==> config.mk <==
export PLATFORM = sky130hd
export DESIGN_NAME = instr_fetch_queue
export DESIGN_NICKNAME = d
export VERILOG_FILES = /design/src/rtl/fetch_pkg.sv /design/src/rtl/line_fifo.sv /design/src/rtl/instr_fetch_queue.sv
export SDC_FILE = /design/constraint.sdc
export NUM_CORES = 1
export LEC_CHECK = 0
export ABC_CLOCK_PERIOD_IN_PS = 20100
export CAP_MARGIN = 30
export CORE_UTILIZATION = 63
export CTS_BUF_LIST = sky130_fd_sc_hd__clkbuf_8
export DETAILED_ROUTE_END_ITERATION = 16
export GPL_ROUTABILITY_DRIVEN = 0
export PLACE_DENSITY = 0.95
export SLEW_MARGIN = 20
export SYNTH_ARGS = -nofsm -noshare
export SYNTH_HDL_FRONTEND = slang
export SYNTH_SLANG_ARGS = --single-unit
==> constraint.sdc <==
create_clock -name clk -period 20.1 [get_ports clk]
set_clock_uncertainty 0.05 [all_clocks]
set_input_delay 6.03 -clock clk [delete_from_list [all_inputs] [get_ports clk]]
set_output_delay 6.03 -clock clk [all_outputs]
set_load 0.01 [all_outputs]
==> src/rtl/fetch_pkg.sv <==
// Shared fetch-stage types: a ROM line of four 32-bit words tagged with its line base.
// Pure declarations, no logic of its own.
package fetch_pkg;

    localparam int LINE_WORDS = 4;
    localparam int LINE_BYTES = 16;
    localparam int OFF_W      = 2;

    typedef struct packed {
        logic [27:0]  base;
        logic [127:0] data;
    } fetch_line_t;

    function automatic logic [31:0] line_word(input logic [127:0] data, input logic [OFF_W-1:0] off);
        return data[{off, 5'b00000} +: 32];
    endfunction

endpackage

==> src/rtl/line_fifo.sv <==
// Circular buffer of fetch lines; push writes at the tail, pop retires the head, flush empties it.
// Single-cycle update; push is ignored when full, pop when empty, both when flushing.
module line_fifo
    import fetch_pkg::*;
#(
    parameter int DEPTH = 4
) (
    input  logic                     clk,
    input  logic                     rst,
    input  logic                     push_i,
    input  fetch_line_t              push_dat_i,
    input  logic                     pop_i,
    input  logic                     flush_i,
    output logic                     full_o,
    output logic                     empty_o,
    output logic [$clog2(DEPTH):0]   count_o,
    output fetch_line_t              head_o
);

    localparam int PTR_W = $clog2(DEPTH);
    localparam logic [PTR_W-1:0] PTR_ONE  = PTR_W'(1);
    localparam logic [PTR_W:0]   CNT_ONE  = (PTR_W+1)'(1);
    localparam logic [PTR_W:0]   CNT_FULL = (PTR_W+1)'(DEPTH);

    fetch_line_t      mem_q [DEPTH];
    logic [PTR_W-1:0] wr_ptr_q, wr_ptr_d;
    logic [PTR_W-1:0] rd_ptr_q, rd_ptr_d;
    logic [PTR_W:0]   count_q, count_d;
    logic             do_push, do_pop;

    assign full_o  = (count_q == CNT_FULL);
    assign empty_o = (count_q == '0);
    assign count_o = count_q;
    assign head_o  = mem_q[rd_ptr_q];

    assign do_push = push_i && !full_o && !flush_i;
    assign do_pop  = pop_i && !empty_o && !flush_i;

    always_comb begin
        wr_ptr_d = wr_ptr_q;
        rd_ptr_d = rd_ptr_q;
        count_d  = count_q;
        if (flush_i) begin
            wr_ptr_d = '0;
            rd_ptr_d = '0;
            count_d  = '0;
        end else begin
            if (do_push) wr_ptr_d = wr_ptr_q + PTR_ONE;
            if (do_pop)  rd_ptr_d = rd_ptr_q + PTR_ONE;
            unique case ({do_push, do_pop})
                2'b10:   count_d = count_q + CNT_ONE;
                2'b01:   count_d = count_q - CNT_ONE;
                default: count_d = count_q;
            endcase
        end
    end

    always_ff @(posedge clk) begin
        if (rst) begin
            wr_ptr_q <= '0;
            rd_ptr_q <= '0;
            count_q  <= '0;
        end else begin
            wr_ptr_q <= wr_ptr_d;
            rd_ptr_q <= rd_ptr_d;
            count_q  <= count_d;
        end
    end

    // Storage carries no reset: an entry is only ever read after being written.
    always_ff @(posedge clk) begin
        if (!rst && do_push) mem_q[wr_ptr_q] <= push_dat_i;
    end

endmodule

==> src/rtl/instr_fetch_queue.sv <==
// Fetch front end: one ROM line per cycle into a line FIFO, one instruction per cycle out to dispatch.
// Zero-latency output from the head; fetch stalls when the FIFO is full; a redirect flushes everything.
module instr_fetch_queue
    import fetch_pkg::*;
#(
    parameter logic [31:0] RESET_PC = 32'h0000_0000,
    parameter int          DEPTH    = 4
) (
    input  logic         clk,
    input  logic         rst,
    output logic [31:0]  p_mem_add,
    input  logic [127:0] p_mem_data,
    output logic [31:0]  dq_instr,
    output logic [31:0]  dq_pc,
    output logic         dq_valid,
    input  logic         dq_ready,
    input  logic         br_valid,
    input  logic [31:0]  br_addr
);

    logic [27:0]          fetch_pc_q, fetch_pc_d;
    logic [OFF_W-1:0]     rd_off_q, rd_off_d;
    logic                 fifo_full, fifo_empty;
    logic [$clog2(DEPTH):0] fifo_cnt;
    fetch_line_t          head, fill_line;
    logic                 fill_en, xfer, pop_line;
    logic                 unused_bits;

    assign p_mem_add = {fetch_pc_q, 4'b0000};
    assign fill_line = '{base: fetch_pc_q, data: p_mem_data};

    // A redirect cycle neither fills nor transfers; the flush takes precedence.
    assign fill_en  = !fifo_full && !br_valid;
    assign xfer     = dq_valid && dq_ready && !br_valid;
    assign pop_line = xfer && (rd_off_q == OFF_W'(LINE_WORDS - 1));

    line_fifo #(.DEPTH(DEPTH)) u_line_fifo (
        .clk        (clk),
        .rst        (rst),
        .push_i     (fill_en),
        .push_dat_i (fill_line),
        .pop_i      (pop_line),
        .flush_i    (br_valid),
        .full_o     (fifo_full),
        .empty_o    (fifo_empty),
        .count_o    (fifo_cnt),
        .head_o     (head)
    );

    always_comb begin
        fetch_pc_d = fetch_pc_q;
        rd_off_d   = rd_off_q;
        if (br_valid) begin
            fetch_pc_d = br_addr[31:4];
            rd_off_d   = br_addr[3:2];
        end else begin
            if (fill_en) fetch_pc_d = fetch_pc_q + 28'd1;
            // Offset wraps 3 -> 0 exactly when the head line is popped.
            if (xfer)    rd_off_d   = rd_off_q + OFF_W'(1);
        end
    end

    always_ff @(posedge clk) begin
        if (rst) begin
            fetch_pc_q <= RESET_PC[31:4];
            rd_off_q   <= '0;
        end else begin
            fetch_pc_q <= fetch_pc_d;
            rd_off_q   <= rd_off_d;
        end
    end

    assign dq_valid = !fifo_empty;
    assign dq_instr = dq_valid ? line_word(head.data, rd_off_q) : 32'h0;
    assign dq_pc    = dq_valid ? {head.base, rd_off_q, 2'b00} : 32'h0;

    assign unused_bits = ^{fifo_cnt, br_addr[1:0]};

endmodule
; Word level (Yosys, flattened, before mapping)
; Memory sizes are Yosys's and may differ from the RTL's. A register that Yosys moved wholly into a read port is not among the register bits.
; Cells that the tools add are included.
[word_totals]
mem_bits_rw = 624
in_bits = 164
elab_cells = 46
regBits = 37
memories = 1
output_inout_bits = 97
[classes]
addsub = 6
eq_ne = 4
n_mux = 11
shifts = 1
reduce_logical = 18
[memory_table]
columns = name, words, width, rd, rd_clocked_by_memory_dff, write_ports, line_no
row1 = u_line_fifo.mem_q, 4, 156, 1, 1, 1, line_fifo.sv:25  ; fetch_line_t mem_q [DEPTH];
[op_table]
columns = operator, n
row1 = indexed part select 128 x 8 -> 32 bit, 1
row2 = 2-to-1 mux 32 bit, 2
row3 = 2-to-1 mux 28 bit, 2
row4 = "adder 28 x 1 -> 28 bit, second input constant", 1
row5 = logical AND 1 bit, 9
row6 = 2-to-1 mux 2 bit, 4
row7 = "adder 2 x 1 -> 2 bit, second input constant", 3
row8 = one-hot mux 3 bit (2 select lines), 1
row9 = nonzero test 2 bit, 3
row10 = "== test 2 bit, second input constant", 2
row11 = logical NOT 1 bit, 4
row12 = "adder 3 x 1 -> 3 bit, second input constant", 1
row13 = "== test 3 bit, second input constant", 1
row14 = logical NOT 3 bit, 1
row15 = "subtractor 3 x 1 -> 3 bit, second input constant", 1
row16 = "== test 2 x 1 -> 1 bit, second input constant", 1
row17 = 2-to-1 mux 1 bit, 2
row18 = OR reduction 2 bit, 1

; Logic depth before layout (Yosys ltp)
; Gate-level depths: netlist of the first run.
[logic_depth]
word_depth = 9
mapped_depth = 9

; Cells and area by module
; From an unflattened synthesis of the first run, not the netlist that was laid out.
[unflattened]
hier_cells = 1196
hier_area_um2 = 26105.0
[modules_own_cells]
columns = mod, instances, area_per_inst_um2, seq_area_each_um2, cells_per_inst
row1 = line_fifo, 1, 23168.5, 18918.1, 869
row2 = instr_fetch_queue, 1, 2936.6, 600.6, 327

; Worst setup path before layout of the first run
; No wires, ideal clock.
[synth_path]
kind = in2reg
start = in br_valid
end = mem u_line_fifo.mem_q[0][0] (netlist name) (enable)
setup_slack_ns = 9.453
path_stages = 3
n_path_buf = 1
setup_time_ns = 0.535
t_arrival_ns = 10.062
cell_sequence = clkbuf_1 nor2_1 and3_1
[synth_between]
elab_chain_len = 7
[synth_lines]
columns = element, line_no
row1 = from (decl), instr_fetch_queue.sv:17  ; input logic br_valid,
row2 = logical NOT 1 bit (*), "line_fifo.sv:36, instr_fetch_queue.sv:33"
row3 = logical AND 1 bit, instr_fetch_queue.sv:33  ; assign fill_en = !fifo_full && !br_valid;
row4 = logical AND 1 bit, line_fifo.sv:36  ; assign do_push = push_i && !full_o && !flush_i;
row5 = logical AND 1 bit (*), line_fifo.sv:36
row6 = logical AND 1 bit (*), line_fifo.sv:72  ; if (!rst && do_push) mem_q[wr_ptr_q] <= push_dat_i;
row7 = 2-to-1 mux 1 bit (*), line_fifo.sv:72
row8 = 2-to-1 mux 1 bit (implied by the code) (*), line_fifo.sv:72
row9 = to (decl), line_fifo.sv:25
; Mark *: on every way between the ends. The rest lies on a longest branch, timed or not.

==> impl_metrics.csv, run 1 <==
group,metric,value,unit
global_route,pin_count_of_the_biggest_net_entering_global_routing,68,
global_route,first_global_vias,14200,
logic_synthesis,netlist_area,25800,µm²
logic_synthesis,synth_top_area_cell,"edfxtp_1",
critical_path,cp_max_fo,35,
critical_path,maximum_cell_stage_delay_along_the_critical_path,0.74,ns
critical_path,worst_path_max_delay_cell,"dfxtp_4",
clock_network,clk-insertion-delay-late,0.67,ns
logic_synthesis,async_reset_ff_share,0,%
logic_synthesis,synth_top_cell_area_share,72.5,%
sta,report.final.setup_viol,0,
critical_path,critical_path.cell_chain,"buf_4 > buf_4 > buf_16 > mux4_2 > mux2i_1 > o22ai_1 > clkdlybuf4s50_1",
power_and_ir_drop,power_density,87.9,nW/µm²
die,die_area,41800,µm²
power_and_ir_drop,cellLeakagePower,9.72,nW
die,chipHeight,205,µm
sta,final_slew_viol_count,0,
global_route,grt_antenna_before_repair,4,
placed_design,placement.io_buffers,252,
critical_path,worstSetupEndpointType,"output pin",
critical_path,critical_path_class,"reg2out",
logic_synthesis,synth_sequential_area_ratio,75.5,%
placed_design,hpwlAfterDp,33.7,mm
power_and_ir_drop,vdd_ir_drop_max,0.0517,mV
clock_network,clkSlewWorstSetupHoldPaths,0.06,ns
routing,met3WireLength,4.82,mm
critical_path,setup.worst_path.start_class,"flip-flop",
routing,num_vias,13800,
critical_path,worst-r2r-cell-count,3,
sta,slew_headroom,34.3,%
run_status,run_status,"completed",
routing,avgViaCountPerCell,6.34,
clock_network,tritoncts,"built",
cells_and_area,fin_util,77.1,%
clock_network,numClockSinks,663,
critical_path,r2r_end,"u_line_fifo.mem_q[2][121]$_DFFE_PP_",
cells_and_area,final_area,30900,µm²
clock_network,clock-root-buffer,"clkbuf_8",
global_route,globalRouteOverflowTotal,0,
flow_run,drv_cap,0,
routing,wl_met1,22.0,mm
clock_network,post_cts_setup_buffers,0,
logic_synthesis,synth-edff-count,624,
routing,drtPass1Iterations,7,
logic_synthesis,yosys.area_share.simple,3.55,%
logic_synthesis,synth-compound-area-share,2.35,%
sta,transition_time_of_the_tightest_slew_check_pin,0.986,ns
logic_synthesis,muxShareOfSynthArea,16.1,%
logic_synthesis,synthTopCellsByCount,"edfxtp_1, mux4_2, mux2i_1, clkbuf_1, dfxtp_1",
sta,finalHoldViolations,0,
global_route,wire_length_of_the_first_global_routing_pass,85.2,mm
routing,wirelength,57.2,mm
routing,route.detailed.drc,0,
clock_network,cts_buffer_depth,3,
logic_synthesis,synth.distinct_cells,49,
clock_network,tritoncts.num_buffers,99,
critical_path,cpMostUsedCell,"buf_4",
cells_and_area,post_route_cells_drive_above_1_share,19.7,%
critical_path,cp-endpoint,"dq_instr[22]",
sta,fmaxAchievable,96.2,MHz
sta,finalWorstPathRequiredPeriod,10.39,ns
critical_path,buffers_and_inverters_on_the_worst_path,4,
logic_synthesis,synth_area_per_cell,20.7,µm²
critical_path,r2r-start,"u_line_fifo.count_o[0]$_SDFFE_PP0P_",
routing,drtIter0Drc,1205,
die,pin_count,261,
logic_synthesis,main_combinational_cell_family_by_area_after_synthesis,"multiplexers",
logic_synthesis,synth-adder-area-share,0.339,%
cells_and_area,layout.nets,1730,
logic_synthesis,synth_area_leaders,"edfxtp_1, mux4_2, dfxtp_1",
critical_path,timing.critical_path.depth,7,
die,rows,73,
logic_synthesis,synth_area_in_xor_xnor,0.576,%
logic_synthesis,yosysWarningCount,0,
placed_design,dpl-instance-area,29000,µm²
critical_path,worstPathRequired,14.02,ns
sta,finalCritPeriodShare,51.7,%
critical_path,timing.critical_path.max_delay_family,"buffers and inverters",
sta,rsz0062_at_grt,"no",
routing,met2WireLength,29.1,mm
die,chipWidth,205,µm
global_route,gr-usage-all-layers,27.8,%
clock_network,ctsResizeCount,0,
sta,fin_tns_setup,0,ns
worst_hold_path,timing.hold.worst.class,"reg2reg",
cells_and_area,final.fill_count,1949,
logic_synthesis,syn-instance-count,1250,
power_and_ir_drop,total_power,2.72,mW
die,placeable_core_region,40100,µm²
routing,maxUsedRoutingLayer,"met5",
logic_synthesis,yosysMostFrequentCell,"edfxtp_1",
critical_path,ff2ff_setup_slack,17.31,ns
die,initial_core_util,64.4,%
critical_path,cp.arrival,4.31,ns
routing,ant_nets,0,
logic_synthesis,ys_seq_elements,663,
clock_network,cts-hold-fix-buffers,0,
routing,post_drt_wl_per_cell,26.4,µm
clock_network,htreeDepth,3,
logic_synthesis,yosys_most_used_dff,"edfxtp_1",
cells_and_area,flow.area_growth_from_synthesis,19.7,%
==> routing by layer <==
layer	up-vias	GRT usage [%]
met4	4	8.16
met2	696	45.9
met1	7121	37.3
met5	-	0
li1	5840	-
met3	95	6.49
==> worst min path at each step <==
stage | startpoint | to | depth (start not counted)
finish | u_line_fifo.rd_ptr_q[1]$_SDFFE_PP0P_ | flip-flop | 2
global route | u_line_fifo.wr_ptr_q[1]$_SDFFE_PP0N_ | u_line_fifo.wr_ptr_q[1]$_SDFFE_PP0N_ | 2
CTS | u_line_fifo.wr_ptr_q[1]$_SDFFE_PP0N_ | u_line_fifo.wr_ptr_q[1]$_SDFFE_PP0N_ | 2
detailed placement | u_line_fifo.rd_ptr_q[1]$_SDFFE_PP0P_ | flip-flop | 2
global placement | u_line_fifo.wr_ptr_q[1]$_SDFFE_PP0N_ | u_line_fifo.wr_ptr_q[1]$_SDFFE_PP0N_ | 2
floorplan | u_line_fifo.wr_ptr_q[1]$_SDFFE_PP0N_ | u_line_fifo.wr_ptr_q[1]$_SDFFE_PP0N_ | 2
==> power breakdown <==
part	internal (mW)	switching (mW)	leakage (nW)	total, mW
registers	1.54	0.0211	6.00	1.56
clock network	0.514	0.500	1.03	1.01
logic	0.0728	0.0665	2.68	0.139
==> metrics by stage <==
step | hold slack (ns) | cells | worst slack (ns)
floorplan | 0.415 | 1255 | 9.45
global placement | 0.426 | 1975 | 10.13
detailed placement | 0.457 | 1979 | 10.12
CTS | 0.473 | 2159 | 9.33
global route | 0.493 | 2164 | 9.35
finish | 0.465 | 2169 | 9.71
==> area by class of cell <==
| class | count | area [µm²] | share of cell area [%] |
|---|---|---|---|
| Antenna cell | 6 | 15.0 | 0.0486 |
| Clock buffer | 103 | 1420 | 4.58 |
| Timing Repair Buffer | 279 | 2860 | 9.23 |
| Sequential cell | 663 | 19500 | 63.2 |
| Multi-Input combinational cell | 500 | 5980 | 19.3 |
| Clock inverter | 77 | 408 | 1.32 |
| Tap cell | 525 | 657 | 2.12 |
| Inverter | 16 | 60.1 | 0.194 |
==> placed cells by master, fill, tap and decap left out, types with 5 or more instances in the layout <==
cell,n
edfxtp_1,624
clkdlybuf4s50_1,252
mux4_2,156
clkbuf_8,103
mux2i_1,64
inv_1,44
dfxtp_1,36
o22ai_1,32
nor2_1,32
and2_1,30
clkinv_1,30
nand2_1,23
buf_4,19
xnor2_1,14
a211oi_1,13
clkinv_2,10
or4_1,9
nand3_1,9
a21oi_1,9
nor4_1,8
nand4_1,7
a311oi_1,7
ha_1,7
diode_2,6
o31ai_1,6
nor3_1,6
o211ai_1,6
or3_1,6
a2111oi_0,6
conb_1,6
and3_1,5
==> state kept, by name, summed over array words and instances, names as in the netlist, named ones only <==
register,count
fetch_pc_q,28
rd_off_q,2
u_line_fifo.count_o,3
u_line_fifo.mem_q,624
u_line_fifo.rd_ptr_q,2
u_line_fifo.wr_ptr_q,2
==> worst min-delay path, stage by stage (launching register included) <==
cell and delay [ns]:
dfxtp_1 0.32, xnor2_1 0.11, nor2_1 0.05
==> cell families (layout without fill, tap and decap cells) <==
group | after synthesis | count (layout)
simple gates | 162 | 162
fa+ha+maj | 7 | 7
xor+xnor | 17 | 17
mux | 221 | 221
buf+inv | 92 | 475
flops | 663 | 663
other cells | 1 | 12
compound gates | 87 | 87
Power figures use the tool's default switching activity.
==> run 2: changes to the inputs <==
--- a/config.mk
+++ b/config.mk
@@ -5,13 +5,13 @@
 export SDC_FILE = /design/constraint.sdc
 export NUM_CORES = 1
 export LEC_CHECK = 0
-export ABC_CLOCK_PERIOD_IN_PS = 20100
+export ABC_CLOCK_PERIOD_IN_PS = 9000
 export CAP_MARGIN = 30
-export CORE_UTILIZATION = 63
+export CORE_UTILIZATION = 53
 export CTS_BUF_LIST = sky130_fd_sc_hd__clkbuf_8
 export DETAILED_ROUTE_END_ITERATION = 16
 export GPL_ROUTABILITY_DRIVEN = 0
-export PLACE_DENSITY = 0.95
+export PLACE_DENSITY = 0.88
 export SLEW_MARGIN = 20
 export SYNTH_ARGS = -nofsm -noshare
 export SYNTH_HDL_FRONTEND = slang
==> constraint.sdc (replaced) <==
create_clock -name clk -period 9 [get_ports clk]
set_clock_uncertainty 0.05 [all_clocks]
set_input_delay 2.7 -clock clk [delete_from_list [all_inputs] [get_ports clk]]
set_output_delay 2.7 -clock clk [all_outputs]
set_load 0.01 [all_outputs]
==> run 2 against run 1 <==
Effect of this change:
- power up 130%
- routed wire length is 5.7% lower
- sequential cell count unchanged
- combinational power is 120% higher
- via count down 2.1%
- core utilization decreased by 12 points
- sequential power up 120%
- setup slack got worse by 7.1 ns
- worst hold slack is essentially flat
- non-clock buffer count decreased by 2
- largest power group unchanged
==> impl_metrics.csv, run 2 (same netlist as run 1, synthesis figures left out) <==
group,metric,value,unit
run_status,run_status,"completed",
clock_network,clock-root-buffer,"clkbuf_8",
sta,finalWorstPathRequiredPeriod,6.38,ns
die,placeable_core_region,47900,µm²
die,rows,80,
placed_design,numPlacedInstances,2071,
sta,fin_tns_setup,0,ns
cells_and_area,flow.area_growth_from_synthesis,20.6,%
cells_and_area,registers.top_by_ff_count,"u_line_fifo.mem_q",
cells_and_area,mostFrequentLayoutCell,"edfxtp_1",
sta,fmaxAchievable,157,MHz
sta,slew_headroom,36.2,%
critical_path,timing.critical_path.max_delay_family,"buffers and inverters",
clock_network,tritoncts.num_buffers,104,
routing,drtPass1Iterations,5,
critical_path,setup.worst_path.start_class,"flip-flop",
cells_and_area,finalNonFillerCells,2261,
global_route,gr-usage-all-layers,22.1,%
critical_path,maximum_cell_stage_delay_along_the_critical_path,0.75,ns
routing,wirelength,54.0,mm
power_and_ir_drop,total_power,6.16,mW
sta,hold_ws,0.466,ns
global_route,first_global_vias,14500,
power_and_ir_drop,vdd_ir_drop_max,0.116,mV
global_route,pin_count_of_the_biggest_net_entering_global_routing,115,
die,chipHeight,223,µm
clock_network,htreeDepth,3,
clock_network,clkSlewWorstSetupHoldPaths,0.06,ns
placed_design,placement.io_buffers,252,
critical_path,cp_max_fo,35,
critical_path,cp.arrival,3.63,ns
die,die_area,49600,µm²
cells_and_area,post_route_cells_drive_above_1_share,20.1,%
sta,finalWorstSetupSlack,2.62,ns
worst_hold_path,timing.hold.worst.class,"reg2reg",
critical_path,worst_path_max_delay_cell,"dfxtp_4",
critical_path,worstPathRequired,6.25,ns
routing,drtIter0Drc,1031,
cells_and_area,fin_util,65.0,%
clock_network,clk-insertion-delay-late,0.68,ns
cells_and_area,most-common-layout-cells,"edfxtp_1, clkdlybuf4s50_1, mux4_2",
critical_path,critical_path.cell_chain,"buf_4 > mux4_2 > mux2i_1 > o22ai_1 > clkdlybuf4s50_1",
sta,final_slew_viol_count,0,
clock_network,ctsResizeCount,0,
power_and_ir_drop,power_density,198,nW/µm²
cells_and_area,final_area,31200,µm²
placed_design,dpl-instance-area,29200,µm²
placed_design,hpwlAfterDp,31.7,mm
sta,finalHoldViolations,0,
placed_design,dp_slack,3.24,ns
flow_run,drv_cap,0,
global_route,grt_antenna_before_repair,5,
sta,report.final.setup_viol,0,
clock_network,post_cts_setup_buffers,0,
critical_path,critical_path_class,"reg2out",
cells_and_area,flip_flop_count_of_the_largest_register_after_layout,624,
critical_path,worstSetupEndpointType,"output pin",
sta,rsz0062_at_grt,"no",
sta,finalCritPeriodShare,70.9,%
sta,transition_time_of_the_tightest_slew_check_pin,0.958,ns
routing,route.detailed.drc,0,
die,chipWidth,223,µm
clock_network,numClockSinks,663,
clock_network,cts-hold-fix-buffers,0,
power_and_ir_drop,cellLeakagePower,9.80,nW
routing,post_drt_wl_per_cell,23.9,µm
global_route,globalRouteOverflowTotal,0,
global_route,wire_length_of_the_first_global_routing_pass,82.1,mm
die,pin_count,261,
clock_network,tritoncts,"built",
routing,avgViaCountPerCell,5.96,
cells_and_area,layout.nets,1733,
clock_network,cts_buffer_depth,3,
critical_path,buffers_and_inverters_on_the_worst_path,2,
cells_and_area,final.fill_count,3071,
routing,ant_nets,0,
routing,num_vias,13500,
die,initial_core_util,53.9,%
## run 2: cell count changes in the layout (fill, tap and decap cells not counted), sizes merged
| cell | change |
|---|---|
| buf | -2 |
| bufinv | +1 |
| clkbuf | +6 |
| clkinv | -4 |
| diode | -5 |
| inv | +6 |
## run 2: final cells by class
class                           instances  area [µm²]  area share (%)
Clock buffer                          109        1500            4.81
Multi-Input combinational cell        500        5980            19.2
Sequential cell                       663       19500            62.7
Antenna cell                            1        2.50         0.00803
Timing Repair Buffer                  277        2850            9.16
Tap cell                              615         769            2.47
Inverter                               16        60.1           0.193
Clock inverter                         80         462            1.48
## run 2: worst min-delay path, cell delays in order (launching register included)
cell and delay (ns):
dfxtp_1 0.34, nand2_1 0.07, a21oi_1 0.06
## run 2: worst paths after layout
| path | cells after the start | slack (ns) | start | end |
|---|---|---|---|---|
| max | 5 | 2.62 | flip-flop | dq_instr[15] |
| min reg2reg | 2 | 0.47 | u_line_fifo.wr_ptr_q[1]$_SDFFE_PP0N_ | u_line_fifo.wr_ptr_q[1]$_SDFFE_PP0N_ |
| min | 2 | 0.47 | u_line_fifo.wr_ptr_q[1]$_SDFFE_PP0N_ | u_line_fifo.wr_ptr_q[1]$_SDFFE_PP0N_ |
| max reg2reg | 7 | 5.75 | rd_off_q[1]$_SDFFE_PP0P_ | u_line_fifo.count_o[1]$_SDFFE_PP0P_ |
## run 2: power breakdown
group | internal (mW) | switching (mW)
Combinational | 0.162 | 0.143
Sequential | 3.44 | 0.0456
Clock | 1.24 | 1.13
Total | 4.84 | 1.32
## run 2: metal layers
| metal | track usage (%) | wire [µm] | vias to the layer above |
|---|---|---|---|
| met5 | 0 | 36 | - |
| met4 | 7.52 | 1150 | 6 |
| met3 | 4.76 | 4050 | 91 |
| met2 | 37.0 | 27600 | 585 |
| met1 | 28.9 | 21200 | 6939 |
| li1 | - | - | 5845 |
